--- src/rtl/gf_pcpi_pkg.sv ---
// Shared types and GF coprocessor instruction constants for the PCPI initiator
// and the responders it talks to.
package gf_pcpi_pkg;

  typedef enum logic [1:0] {
    ST_IDLE  = 2'd0,
    ST_ISSUE = 2'd1,
    ST_RESP  = 2'd2
  } state_t;

  localparam logic [6:0] OPCODE_R  = 7'b0110011;
  localparam logic [6:0] FUNCT7_GF = 7'b0000100;

  localparam logic [2:0] FUNCT3_CLMUL  = 3'd0;
  localparam logic [2:0] FUNCT3_GFADD  = 3'd1;
  localparam logic [2:0] FUNCT3_REDUCE = 3'd2;
  localparam logic [2:0] FUNCT3_MULT   = 3'd4;

  // Width-set instruction encoding
  localparam logic [6:0] OPCODE_S = 7'b0100011;
  localparam logic [2:0] FUNCT3_S = 3'b100;

endpackage

--- src/rtl/pcpi_timeout_counter.sv ---
// Counts consecutive idle ISSUE cycles; expired pulses in the cycle that
// completes the TIMEOUT_CYCLES-th idle cycle.
module pcpi_timeout_counter #(
  parameter int TIMEOUT_CYCLES = 16
) (
  input  logic clk,
  input  logic resetn,
  input  logic clear,
  input  logic enable,
  input  logic hold,
  output logic expired
);

  localparam int W = $clog2(TIMEOUT_CYCLES + 1);
  localparam logic [W-1:0] LAST     = W'(TIMEOUT_CYCLES - 1);
  localparam logic [W-1:0] TERMINAL = W'(TIMEOUT_CYCLES);

  logic [W-1:0] count;

  // NOTE: state registers use non-blocking assignments so every flop samples
  // the pre-edge values of its neighbours, independent of block ordering.
  always_ff @(posedge clk or negedge resetn) begin
    if (!resetn)                           count <= '0;
    else if (clear || hold)                count <= '0;
    else if (enable && count != TERMINAL)  count <= count + 1'b1;
  end

  // Fires combinationally so the FSM can leave ISSUE on the same edge that
  // would take the count to TIMEOUT_CYCLES.
  assign expired = enable && !hold && !clear && (count == LAST);

endmodule

--- src/rtl/gf_pcpi_initiator.sv ---
// Single-outstanding PCPI initiator: accepts a command, drives it to a
// coprocessor, and returns its result or a timeout error.
module gf_pcpi_initiator
  import gf_pcpi_pkg::*;
#(
  parameter int TIMEOUT_CYCLES = 16
) (
  input  logic        clk,
  input  logic        resetn,
  input  logic        cmd_valid,
  output logic        cmd_ready,
  input  logic [31:0] cmd_insn,
  input  logic [31:0] cmd_rs1,
  input  logic [31:0] cmd_rs2,
  output logic        rsp_valid,
  input  logic        rsp_ready,
  output logic [31:0] rsp_data,
  output logic        rsp_wr,
  output logic        rsp_err,
  output logic        pcpi_valid,
  output logic [31:0] pcpi_insn,
  output logic [31:0] pcpi_rs1,
  output logic [31:0] pcpi_rs2,
  input  logic        pcpi_wr,
  input  logic [31:0] pcpi_rd,
  input  logic        pcpi_wait,
  input  logic        pcpi_ready,
  output logic        busy
);

  state_t state, state_next;
  logic   live;
  logic   cmd_fire;
  logic   in_issue;
  logic   expired;

  assign in_issue  = (state == ST_ISSUE);
  assign cmd_ready = live && (state == ST_IDLE);
  assign cmd_fire  = cmd_valid && cmd_ready;

  // live keeps cmd_ready low until the first edge after reset release.
  always_ff @(posedge clk or negedge resetn) begin
    if (!resetn) live <= 1'b0;
    else         live <= 1'b1;
  end

  pcpi_timeout_counter #(.TIMEOUT_CYCLES(TIMEOUT_CYCLES)) u_timeout (
    .clk     (clk),
    .resetn  (resetn),
    .clear   (cmd_fire),
    .enable  (in_issue && !pcpi_ready),
    .hold    (in_issue && pcpi_wait),
    .expired (expired)
  );

  always_ff @(posedge clk or negedge resetn) begin
    if (!resetn) state <= ST_IDLE;
    else         state <= state_next;
  end

  // NOTE: next_state gets a default before the case so no path leaves it
  // unassigned, which would otherwise infer a latch.
  always_comb begin
    state_next = state;
    unique case (state)
      ST_IDLE:  if (cmd_fire)                 state_next = ST_ISSUE;
      ST_ISSUE: if (pcpi_ready || expired)    state_next = ST_RESP;
      ST_RESP:  if (rsp_ready)                state_next = ST_IDLE;
      default:                                state_next = ST_IDLE;
    endcase
  end

  // NOTE: these are plain datapath registers, not memories, so they take the
  // async reset and read back as zero while resetn is low.
  always_ff @(posedge clk or negedge resetn) begin
    if (!resetn) begin
      pcpi_insn <= '0;
      pcpi_rs1  <= '0;
      pcpi_rs2  <= '0;
    end else if (cmd_fire) begin
      pcpi_insn <= cmd_insn;
      pcpi_rs1  <= cmd_rs1;
      pcpi_rs2  <= cmd_rs2;
    end
  end

  // A responder answer in the expiry cycle takes priority over the timeout.
  always_ff @(posedge clk or negedge resetn) begin
    if (!resetn) begin
      rsp_data <= '0;
      rsp_wr   <= 1'b0;
      rsp_err  <= 1'b0;
    end else if (in_issue) begin
      if (pcpi_ready) begin
        rsp_data <= pcpi_rd;
        rsp_wr   <= pcpi_wr;
        rsp_err  <= 1'b0;
      end else if (expired) begin
        rsp_data <= '0;
        rsp_wr   <= 1'b0;
        rsp_err  <= 1'b1;
      end
    end
  end

  assign pcpi_valid = in_issue;
  assign rsp_valid  = (state == ST_RESP);
  assign busy       = (state != ST_IDLE);

endmodule

--- config.mk ---
export PLATFORM = sky130hd
export DESIGN_NAME = gf_pcpi_initiator
export DESIGN_NICKNAME = d
export VERILOG_FILES = /design/src/rtl/gf_pcpi_pkg.sv /design/src/rtl/pcpi_timeout_counter.sv /design/src/rtl/gf_pcpi_initiator.sv
export SDC_FILE = /design/constraint.sdc
export NUM_CORES = 1
export LEC_CHECK = 0
export ABC_AREA = 1
export CAP_MARGIN = 20
export CORE_UTILIZATION = 41
export CTS_CLUSTER_DIAMETER = 50
export DETAILED_ROUTE_END_ITERATION = 10
export PLACE_DENSITY = 0.83
export SYNTH_ARGS = -nofsm -noshare
export SYNTH_HDL_FRONTEND = slang
export SYNTH_HIERARCHICAL = 1
export SYNTH_SLANG_ARGS = --single-unit
--- constraint.sdc ---
create_clock -name clk -period 3.06 [get_ports clk]
set_clock_uncertainty 0.15 [all_clocks]
set_input_delay 0.612 -clock clk [delete_from_list [all_inputs] [get_ports clk]]
set_output_delay 0.612 -clock clk [all_outputs]
set_load 0.02 [all_outputs]
==> impl_metrics.csv <==
group,metric,value,unit
run_status,status,"finished, final reports clean",
critical_path,r2r_end,"state[1]$_DFFE_PN0P_",
clocking,cts_setup_buffers,0,
critical_path,path_max_fanout,4,
synthesis,synth_compound_area_share,0.176,%
timing,finalCritPeriodShare,85.5,%
clocking,clockBufferDepth,2,
critical_path,arrival,1.85,ns
route,vias,5452,
timing,rsz0062_at_grt,"no",
timing,finalMaxSlewViolations,0,
final_layout,layout_common_cells,"nand2_1 (311), clkdlybuf4s50_1 (266), dfrtp_1 (137), nand4_1 (98), inv_1 (18)",
clocking,clk_pin_slew_worst_paths,0.06,ns
final_layout,final_common_cell,"nand2_1",
timing,tns,0,ns
synthesis,yosysTopAreaCellShare,60.6,%
synthesis,synthesis.nets,782,
synthesis,muxShareOfSynthArea,0,%
route,wl_per_cell,15.8,µm
synthesis,synthAdderAreaFrac,0.658,%
critical_path,required,2.30,ns
synthesis,yosysWarnings,6,
critical_path,r2r_slack,0.89,ns
floorplanning,io_pins,269,
final_layout,n_antenna_cell,0,
global_route,grt.total_usage,24.5,%
route,first_pass_iters,5,
hold_path,hp-class,"in2async",
pwr,peakVddDrop,0.000451,V
critical_path,max_stage_delay,0.60,ns
timing,worst_slew_pin_slew,1.01,ns
pwr,p_leak,4.40,nW
synthesis,ys_types,17,
synthesis,seq_area_frac_synth,60.6,%
placed_design,portBuffers,268,
synthesis,synth_top_family_by_area,"simple AND/OR/NAND/NOR gates",
critical_path,r2r_cells,11,
final_layout,layout.nets,1031,
clocking,postCtsResizedCells,0,
clocking,cts.sinks,138,
flow_run,drv_cap,0,
pwr,p_comb_share,40.2,%
synthesis,syn_area_per_cell,8.85,µm²
synthesis,synth_area_leaders,"dfrtp_1 (61%), nand2_1 (20%), nand4_1 (11%)",
final_layout,layout-drive-gt1-share,5.52,%
pwr,power.density,916,nW/µm²
timing,finalSetupViolations,0,
timing,finalHoldViolations,0,
clocking,clk_latency,0.41,ns
timing,whs,0.0624,ns
route,via_per_inst,5.04,
route,wl,17.1,mm
global_route,antenna_found_initial,0,
critical_path,startpoint_type,"flop",
critical_path,cpMaxStageDelayCell,"clkdlybuf4s50_1",
clocking,ctsHoldBuffers,0,
route,ant_nets,0,
global_route,grt-ovfl-total,0,
floorplanning,initial_utilization,42.5,%
final_layout,nFillCells,1032,
critical_path,r2r_start,"state[0]$_DFFE_PN0P_",
critical_path,cp_num_buf_inv,2,
placed_design,gp_congestion,0.795,
synthesis,synth_area,5700,µm²
critical_path,cpLargestDelayFamily,"buffers and inverters",
timing,timing.fmax,382,MHz
final_layout,multi_input_area,1980,µm²
global_route,grt_pass1_vias,5353,
global_route,grt_pass1_wl,27.2,mm
clocking,cts_root_buf,"clkbuf_16",
timing,slew_headroom,32.8,%
floorplanning,die_height,120,µm
pwr,p_seq_share,34.3,%
pwr,p_int,5.40,mW
clocking,tritoncts,"done",
global_route,grt_max_degree,98,
timing,period_needed,2.62,ns
critical_path,cp_cell_sequence,"nor2_4 > inv_1 > nor2_1 > clkdlybuf4s50_1",
synthesis,syn_inst,644,
floorplanning,dieArea,14400,µm²
route,drtIter0Drc,317,
final_layout,seq_area,3450,µm²
floorplanning,coreArea,13400,µm²
critical_path,critical_path_class,"reg2out",
pwr,clkPwrFrac,25.5,%
synthesis,synth_xor_area_share,0,%
pwr,p_switching,2.95,mW
final_layout,area_growth,59.9,%
route,drc_errors,0,
critical_path,end_kind,"primary output",
synthesis,yosys.area.top_type,"dfrtp_1",
floorplanning,die_x,120,µm
floorplanning,num_rows,42,
clocking,htree_levels,4,
placed_design,dp_hpwl,11.1,mm
synthesis,ys_ff_latch,138,
synthesis,synthSimpleGateAreaFrac,33.8,%
pwr,p_sw_share,35.4,%
clocking,cts_made_buffers,17,
[state kept, by name (all words and copies together), names as in the netlist]
register and flops:
pcpi_rs1 32, rsp_err 1, rsp_data 32, rsp_wr 1, state 2, u_timeout/count 5, pcpi_insn 32, pcpi_rs2 32
live 1
[worst max-delay path by stage]
stage / end / cells past startpoint / slack [ns] / from
after global placement: state[1]$_DFFE_PN0P_ / 11 / 0.49 / pcpi_wait
after global routing: cmd_ready / 4 / 0.36 / state[0]$_DFFE_PN0P_
after floorplan: rsp_data[10]$_DFFE_PN0P_ / 14 / 0.59 / cmd_valid
after CTS: cmd_ready / 4 / 0.41 / state[0]$_DFFE_PN0P_
final: cmd_ready / 4 / 0.44 / state[0]$_DFFE_PN0P_
after detailed placement: state[1]$_DFFE_PN0P_ / 11 / 0.42 / pcpi_wait
[kinds of logic after synthesis]
group,after synthesis
AO/OA/AOI/OAI,2
adder cells (fa/ha/maj),3
buffers and inverters,66
flip-flops,138
other,1
AND/OR/NAND/NOR,434
[routing by layer]
| layer | GRT usage (%) | wire (µm) |
|---|---|---|
| met5 | 0 | 0 |
| met3 | 6.89 | 1220 |
| met4 | 11.5 | 544 |
| met1 | 29.4 | 6830 |
| met2 | 40.6 | 8480 |
[worst reg2reg max path: stages (launching register included)]
cell and delay (ns):
dfrtp_1 0.43, nor2_4 0.23, nand3_4 0.10, inv_1 0.11, nor2_4 0.07, nand2_4 0.08, nor2_1 0.05, inv_1 0.04
nand2_1 0.06, nand2_1 0.22, buf_4 0.34, o21ai_0 0.14
[power by group through the flow]
stage | registers, mW | clock network (mW) | logic, mW
after global placement | 2.86 | 0 | 3.30
after CTS | 2.87 | 2.16 | 3.38
after global routing | 2.94 | 2.26 | 3.60
after detailed placement | 2.87 | 0 | 3.36
after floorplan | 3.65 | 0 | 0.768
final | 2.86 | 2.13 | 3.36
[synth_stat cells]
| library cell | instances |
|---|---|
| nand2_2 | 1 |
| clkbuf_1 | 24 |
| ha_1 | 3 |
| dfrtp_1 | 138 |
| nand3_2 | 1 |
| nor2_1 | 11 |
| buf_2 | 19 |
| nand2_4 | 1 |
| nand2_1 | 311 |
| inv_1 | 18 |
| conb_1 | 1 |
| nor2_2 | 1 |
| o21ai_0 | 2 |
| nor2_4 | 3 |
| buf_1 | 5 |
| nand3_1 | 7 |
| nand4_1 | 98 |
[cell type report]
type	count	area share (%)
Sequential cell	138	37.9
Tap cell	176	2.42
Timing Repair Buffer	278	30.3
Multi-Input combinational cell	440	21.8
Inverter	18	0.741
Clock buffer	23	5.35
Clock inverter	9	1.50
[metrics by stage]
stage / power [mW] / setup WS [ns] / cell area (µm²) / util [%] / cells
after floorplan: 4.42 / 0.591 / 5700 / - / 644
after global placement: 6.16 / 0.486 / 8490 / 63.4 / 1050
after detailed placement: 6.24 / 0.425 / 8490 / 63.4 / 1050
after CTS: 8.41 / 0.409 / 9120 / 68.0 / 1082
after global routing: 8.80 / 0.363 / 9120 / 68.0 / 1082
final: 8.35 / 0.444 / 9120 / 68.0 / 1082
Power figures use the tool's default switching activity.
